--- src/rtl/fetch_pkg.sv ---
// rtl/fetch_pkg.sv - shared widths, defaults and queue entry type for the fetch stage
package fetch_pkg;
    localparam int          ADDR_W    = 32;
    localparam int          INSN_W    = 32;
    localparam logic [31:0] BASE_ADDR = 32'h8002_0000;
    localparam logic [1:0]  WORD_SIZE = 2'b00;

    typedef struct packed {
        logic [ADDR_W-1:0] pc;
        logic [INSN_W-1:0] insn;
    } fetch_entry_t;
endpackage

--- src/rtl/fetch_fifo.sv ---
// rtl/fetch_fifo.sv - synchronous prefetch FIFO of {pc, insn} entries
// Head reads as all-zero while empty so DECODE never sees stale data.
module fetch_fifo
    import fetch_pkg::*;
#(
    parameter int  DEPTH   = 4,
    parameter type entry_t = fetch_entry_t,
    localparam int AW      = $clog2(DEPTH),
    localparam int CW      = AW + 1
) (
    input  logic          clock,
    input  logic          reset_n,
    input  logic          flush,
    input  logic          push,
    input  entry_t        din,
    input  logic          pop,
    output entry_t        head,
    output logic [CW-1:0] count
);
    localparam logic [CW-1:0] FULL = CW'(DEPTH);

    entry_t        slots [DEPTH];
    logic [AW-1:0] wr_ptr;
    logic [AW-1:0] rd_ptr;
    logic          pop_ok;
    logic          push_ok;

    assign pop_ok  = pop && (count != '0);
    assign push_ok = push && ((count != FULL) || pop_ok);

    always_ff @(posedge clock or negedge reset_n) begin
        if (!reset_n) begin
            wr_ptr <= '0;
            rd_ptr <= '0;
            count  <= '0;
        end else if (flush) begin
            wr_ptr <= '0;
            rd_ptr <= '0;
            count  <= '0;
        end else begin
            if (push_ok) wr_ptr <= wr_ptr + AW'(1);
            if (pop_ok)  rd_ptr <= rd_ptr + AW'(1);
            count <= count + CW'(push_ok) - CW'(pop_ok);
        end
    end

    always_ff @(posedge clock) begin
        if (push_ok && !flush) slots[wr_ptr] <= din;
    end

    assign head = (count != '0) ? slots[rd_ptr] : '0;
endmodule

--- src/rtl/fetch_prefetch_queue.sv ---
// rtl/fetch_prefetch_queue.sv - sequential IMEM prefetch with redirect flush
// Credits (queued + in-flight) never exceed DEPTH, so a response always has room.
module fetch_prefetch_queue #(
    parameter int                ADDR_W    = fetch_pkg::ADDR_W,
    parameter int                INSN_W    = fetch_pkg::INSN_W,
    parameter logic [ADDR_W-1:0] BASE_ADDR = fetch_pkg::BASE_ADDR,
    parameter int                DEPTH     = 4,
    parameter logic [1:0]        WORD_SIZE = fetch_pkg::WORD_SIZE
) (
    input  logic              clock,
    input  logic              reset_n,
    input  logic              stall,
    input  logic              do_branch,
    input  logic [ADDR_W-1:0] pc_effective,
    output logic              mem_req_valid,
    input  logic              mem_req_ready,
    output logic [ADDR_W-1:0] mem_addr,
    output logic              mem_rw,
    output logic [1:0]        mem_access_size,
    input  logic              mem_resp_valid,
    input  logic [INSN_W-1:0] mem_resp_data,
    output logic              insn_valid,
    output logic [ADDR_W-1:0] pc_out,
    output logic [INSN_W-1:0] insn_out
);
    localparam int                CW      = $clog2(DEPTH) + 1;
    localparam logic [CW-1:0]     DEPTH_C = CW'(DEPTH);
    localparam logic [ADDR_W-1:0] STEP    = ADDR_W'(4);

    typedef struct packed {
        logic [ADDR_W-1:0] pc;
        logic [INSN_W-1:0] insn;
    } entry_t;

    logic [ADDR_W-1:0] fetch_pc;
    logic [ADDR_W-1:0] resp_pc;
    logic [ADDR_W-1:0] target;
    logic [CW-1:0]     inflight;
    logic [CW-1:0]     discard;
    logic [CW-1:0]     count;
    logic              issue;
    logic              resp_ok;
    logic              push;
    logic              pop;
    logic              unused_bits;
    entry_t            head;
    entry_t            din;

    assign target      = {pc_effective[ADDR_W-1:2], 2'b00};
    assign unused_bits = ^pc_effective[1:0];

    assign mem_req_valid   = reset_n && !do_branch && ((count + inflight) < DEPTH_C);
    assign mem_addr        = fetch_pc;
    assign mem_rw          = 1'b1;
    assign mem_access_size = WORD_SIZE;

    assign issue   = mem_req_valid && mem_req_ready;
    assign resp_ok = mem_resp_valid && (inflight != '0);
    assign push    = resp_ok && (discard == '0) && !do_branch;
    assign pop     = insn_valid && !stall && !do_branch;
    assign din     = '{pc: resp_pc, insn: mem_resp_data};

    // A redirect re-arms discard from inflight so back-to-back redirects stay exact.
    always_ff @(posedge clock or negedge reset_n) begin
        if (!reset_n) begin
            fetch_pc <= BASE_ADDR;
            resp_pc  <= BASE_ADDR;
            inflight <= '0;
            discard  <= '0;
        end else if (do_branch) begin
            fetch_pc <= target;
            resp_pc  <= target;
            inflight <= inflight - CW'(resp_ok);
            discard  <= inflight - CW'(resp_ok);
        end else begin
            if (issue) fetch_pc <= fetch_pc + STEP;
            if (push)  resp_pc  <= resp_pc + STEP;
            inflight <= inflight + CW'(issue) - CW'(resp_ok);
            if (resp_ok && (discard != '0)) discard <= discard - CW'(1);
        end
    end

    fetch_fifo #(
        .DEPTH   (DEPTH),
        .entry_t (entry_t)
    ) u_fifo (
        .clock   (clock),
        .reset_n (reset_n),
        .flush   (do_branch),
        .push    (push),
        .din     (din),
        .pop     (pop),
        .head    (head),
        .count   (count)
    );

    assign insn_valid = (count != '0);
    assign pc_out     = head.pc;
    assign insn_out   = head.insn;

    resp_without_request: assert property (@(posedge clock) disable iff (!reset_n)
        mem_resp_valid |-> (inflight != '0));
endmodule

--- config.mk ---
export PLATFORM = sky130hd
export DESIGN_NAME = fetch_prefetch_queue
export DESIGN_NICKNAME = d
export VERILOG_FILES = /design/src/rtl/fetch_pkg.sv /design/src/rtl/fetch_fifo.sv /design/src/rtl/fetch_prefetch_queue.sv
export SDC_FILE = /design/constraint.sdc
export NUM_CORES = 1
export LEC_CHECK = 0
export ABC_AREA = 1
export CORE_MARGIN = 2
export CORE_UTILIZATION = 35
export DETAILED_ROUTE_END_ITERATION = 8
export PLACE_DENSITY = 0.55
export SLEW_MARGIN = 20
export SYNTH_ARGS = -nofsm -noshare
export SYNTH_HDL_FRONTEND = slang
export SYNTH_SLANG_ARGS = --single-unit
--- constraint.sdc ---
create_clock -name clock -period 5.45 [get_ports clock]
set_input_delay 1.3625 -clock clock [delete_from_list [all_inputs] [get_ports clock]]
set_output_delay 1.3625 -clock clock [all_outputs]
set_load 0.01 [all_outputs]
==> flow_metrics.env <==
export IMPL_status="completed"
export IMPL_gp_congestion=0.846
export IMPL_wirelength_um=38500
export IMPL_synth_area_leaders="edfxtp_1 51%, dfrtp_1 12%, nor2_1 8.8%"
export IMPL_async_reset_ff_share_pct=22.7
export IMPL_core_area_mm2=0.0410
export IMPL_ys_types=36
export IMPL_tightestPinTransition_ns=0.892
export IMPL_finalNetCount=1740
export IMPL_row_count=74
export IMPL_drc=0
export IMPL_synth_edf_count=248
export IMPL_postRouteAntennaNets=0
export IMPL_grt_usage_pct=17.6
export IMPL_antenna_found_initial=0
export IMPL_critPathKind="reg -> out"
export IMPL_ios=171
export IMPL_power_density_mw_per_mm2=437
export IMPL_peakVddDrop_mv=0.211
export IMPL_layout_drive_gt1_share_pct=6.49
export IMPL_grt_pass1_vias=10628
export IMPL_final_util_pct=43.9
export IMPL_reg2reg_slack_ns=2.52
export IMPL_drtPass1Iterations=5
export IMPL_postCtsHoldBufs=0
export IMPL_start_util_pct=35.7
export IMPL_p_leak_nw=6.72
export IMPL_synthDominantCellAreaShare_pct=50.9
export IMPL_dieWidth_um=208
export IMPL_fin_crit_ns=4.41
export IMPL_grt_pass1_wl_um=60000
export IMPL_cts_root_buffer="clkbuf_16"
export IMPL_power_w=0.00788
export IMPL_yosys_warnings=0
export IMPL_min_path_type="reg -> reg"
export IMPL_clkSinkCount=321
export IMPL_post_cts_resized=0
export IMPL_die_h_um=208
export IMPL_crit_path_end_kind="output port"
export IMPL_synth_area_leader_cell="edfxtp_1"
export IMPL_maxSlewViolCount=0
export IMPL_timing_fmax_mhz=227
export IMPL_insertion_delay_ns=0.52
export IMPL_crit_start="u_fifo.rd_ptr[0]"
export IMPL_dr_total_vias=11000
export IMPL_cts_tree="built"
export IMPL_clockBufferDepth=3
export IMPL_synth_seq_area_share_pct=63.4
export IMPL_die_area_mm2=0.0434
export IMPL_syn_inst=1499
export IMPL_tns_ns=0
export IMPL_drtIter0Drc=736
export IMPL_rsz0062_at_grt="false"
export IMPL_synth_seq_cells=321
export IMPL_cts_buffers=37
export IMPL_vias_per_cell=4.98
export IMPL_hold_viol_final=0
export IMPL_finClkSkew_ns=0.0164
export IMPL_syn_area_per_cell_um2=9.76
export IMPL_grt_max_degree=97
export IMPL_h_tree_depth=2
export IMPL_gr_total_overflow=0
export IMPL_nFillCells=3908
export IMPL_area_growth_pct=23.2
export IMPL_post_cts_setup_buffers=0
export IMPL_path_max_fanout=56
export IMPL_finalCritPeriodShare_pct=80.9
export IMPL_synth_flop_cell="edfxtp_1"
export IMPL_antenna_cells=0
export IMPL_required_ns=4.09
export IMPL_drv_cap=0
export IMPL_relSlewSlack_pct=40.5
export IMPL_crit_reg2reg_launch="u_fifo.count[1]"
export IMPL_holdCritStartpoint="mem_addr[17]"
export IMPL_synth_area_mm2=0.0146
export IMPL_worst_setup_path_start_kind="register"
export IMPL_hpwlAfterDp_um=23400
export IMPL_clk_pin_slew_worst_paths_ns=0.06
export IMPL_cp_data_arrival_time_ns=3.05
export IMPL_setup_viol=0
export IMPL_port_buffers=161
export IMPL_wire_per_inst_um=17.4
export IMPL_hold_slack_ns=0.542
[sequential cells by signal, summed over array words and instances, names as in the netlist]
| name | count |
|---|---|
| u_fifo.slots | 248 |
| mem_addr | 30 |
| resp_pc | 30 |
| discard | 3 |
| inflight | 3 |
| u_fifo.count | 3 |
| u_fifo.rd_ptr | 2 |
| u_fifo.wr_ptr | 2 |
[final cells by class]
type | count | area, um^2 | area share [%]
Inverter | 77 | 290 | 1.61
Tap cell | 532 | 666 | 3.69
Multi-Input combinational cell | 1036 | 4780 | 26.5
Timing Repair Buffer | 180 | 1820 | 10.1
Clock inverter | 21 | 214 | 1.19
Clock buffer | 44 | 962 | 5.34
Sequential cell | 321 | 9280 | 51.5
[stage by stage]
| stage | cells | setup WS, ns | area [um^2] |
|---|---|---|---|
| finish | 2211 | 1.04 | 18000 |
| CTS | 2211 | 1.00 | 18000 |
| floorplan | 1504 | 0.550 | 14600 |
| detailed placement | 2146 | 1.52 | 16800 |
| global route | 2211 | 0.785 | 18000 |
| global placement | 2146 | 1.52 | 16800 |
[cells by family (layout without fill, tap and decap cells)]
group	after synthesis	in the layout	synth area share (%)
simple gates	743	743	20.7
flops	321	321	63.4
compound gates	246	246	8.65
buf+inv	147	322	4.19
xor+xnor	23	23	1.38
fa+ha+maj	17	17	1.56
other cells	2	7	0.0513
[placed cells by master, fill, tap and decap left out, types with 4 or more instances in the layout]
master / count
nor2_1: 339
nand2_1: 264
edfxtp_1: 248
clkdlybuf4s50_1: 159
o21ai_0: 148
nand3_1: 101
a21oi_1: 83
inv_1: 70
dfrtp_1: 67
clkbuf_16: 37
xor2_1: 21
ha_1: 15
buf_4: 14
nand3b_1: 8
clkinv_2: 7
conb_1: 7
nor2_4: 6
inv_2: 6
nor2_2: 6
clkbuf_1: 6
clkinv_1: 6
buf_12: 6
nand4_1: 5
or2_2: 5
o211ai_1: 4
a31oi_1: 4
bufinv_16: 4
dfstp_2: 4
[critical path: stages, from the launching register on]
cell	delay, ns
dfrtp_4	0.85
buf_4	0.55
nor2_1	0.10
nor2_1	0.09
o21ai_0	0.09
a21oi_1	0.18
clkdlybuf4s50_1	0.64
[final timing paths]
| kind | endpoint | depth (start not counted) |
|---|---|---|
| setup / recovery | pc_out[16] | 6 |
| hold / removal | mem_addr[17] | 2 |
| setup reg to reg | inflight[2] | 15 |
| hold reg to reg | mem_addr[17] | 2 |
| max in group asynchronous | u_fifo.rd_ptr[0] | 3 |
| min in group asynchronous | mem_addr[28] | 2 |
[layer usage]
| metal | wire [um] | share of wire, % | global-route usage, % |
|---|---|---|---|
| met1 | 18200 | 47 | 24.9 |
| met2 | 17300 | 45 | 28.2 |
| met3 | 2140 | 5.6 | 2.52 |
| met4 | 899 | 2.3 | 4.96 |
| met5 | 0 | 0 | 0 |
[synth_stat cells, types with 5 or more instances]
master    number
nor2_1       343
nor2_2         6
a21oi_1       83
or2_2          5
buf_4          9
ha_1          15
inv_1         70
nand4_1        5
clkbuf_1      30
inv_2          7
nand2_1      264
nand3_1      101
edfxtp_1     248
buf_2         16
xor2_1        21
o21ai_0      148
dfrtp_1       69
nand3b_1       8
buf_1         14
[power breakdown]
| part | switching [W] | internal, W |
|---|---|---|
| sequential | 0.000279 | 0.00287 |
| clock | 0.000965 | 0.00145 |
| combinational | 0.00134 | 0.000986 |
| total | 0.00258 | 0.00530 |
(Power assumes the default switching activity.)
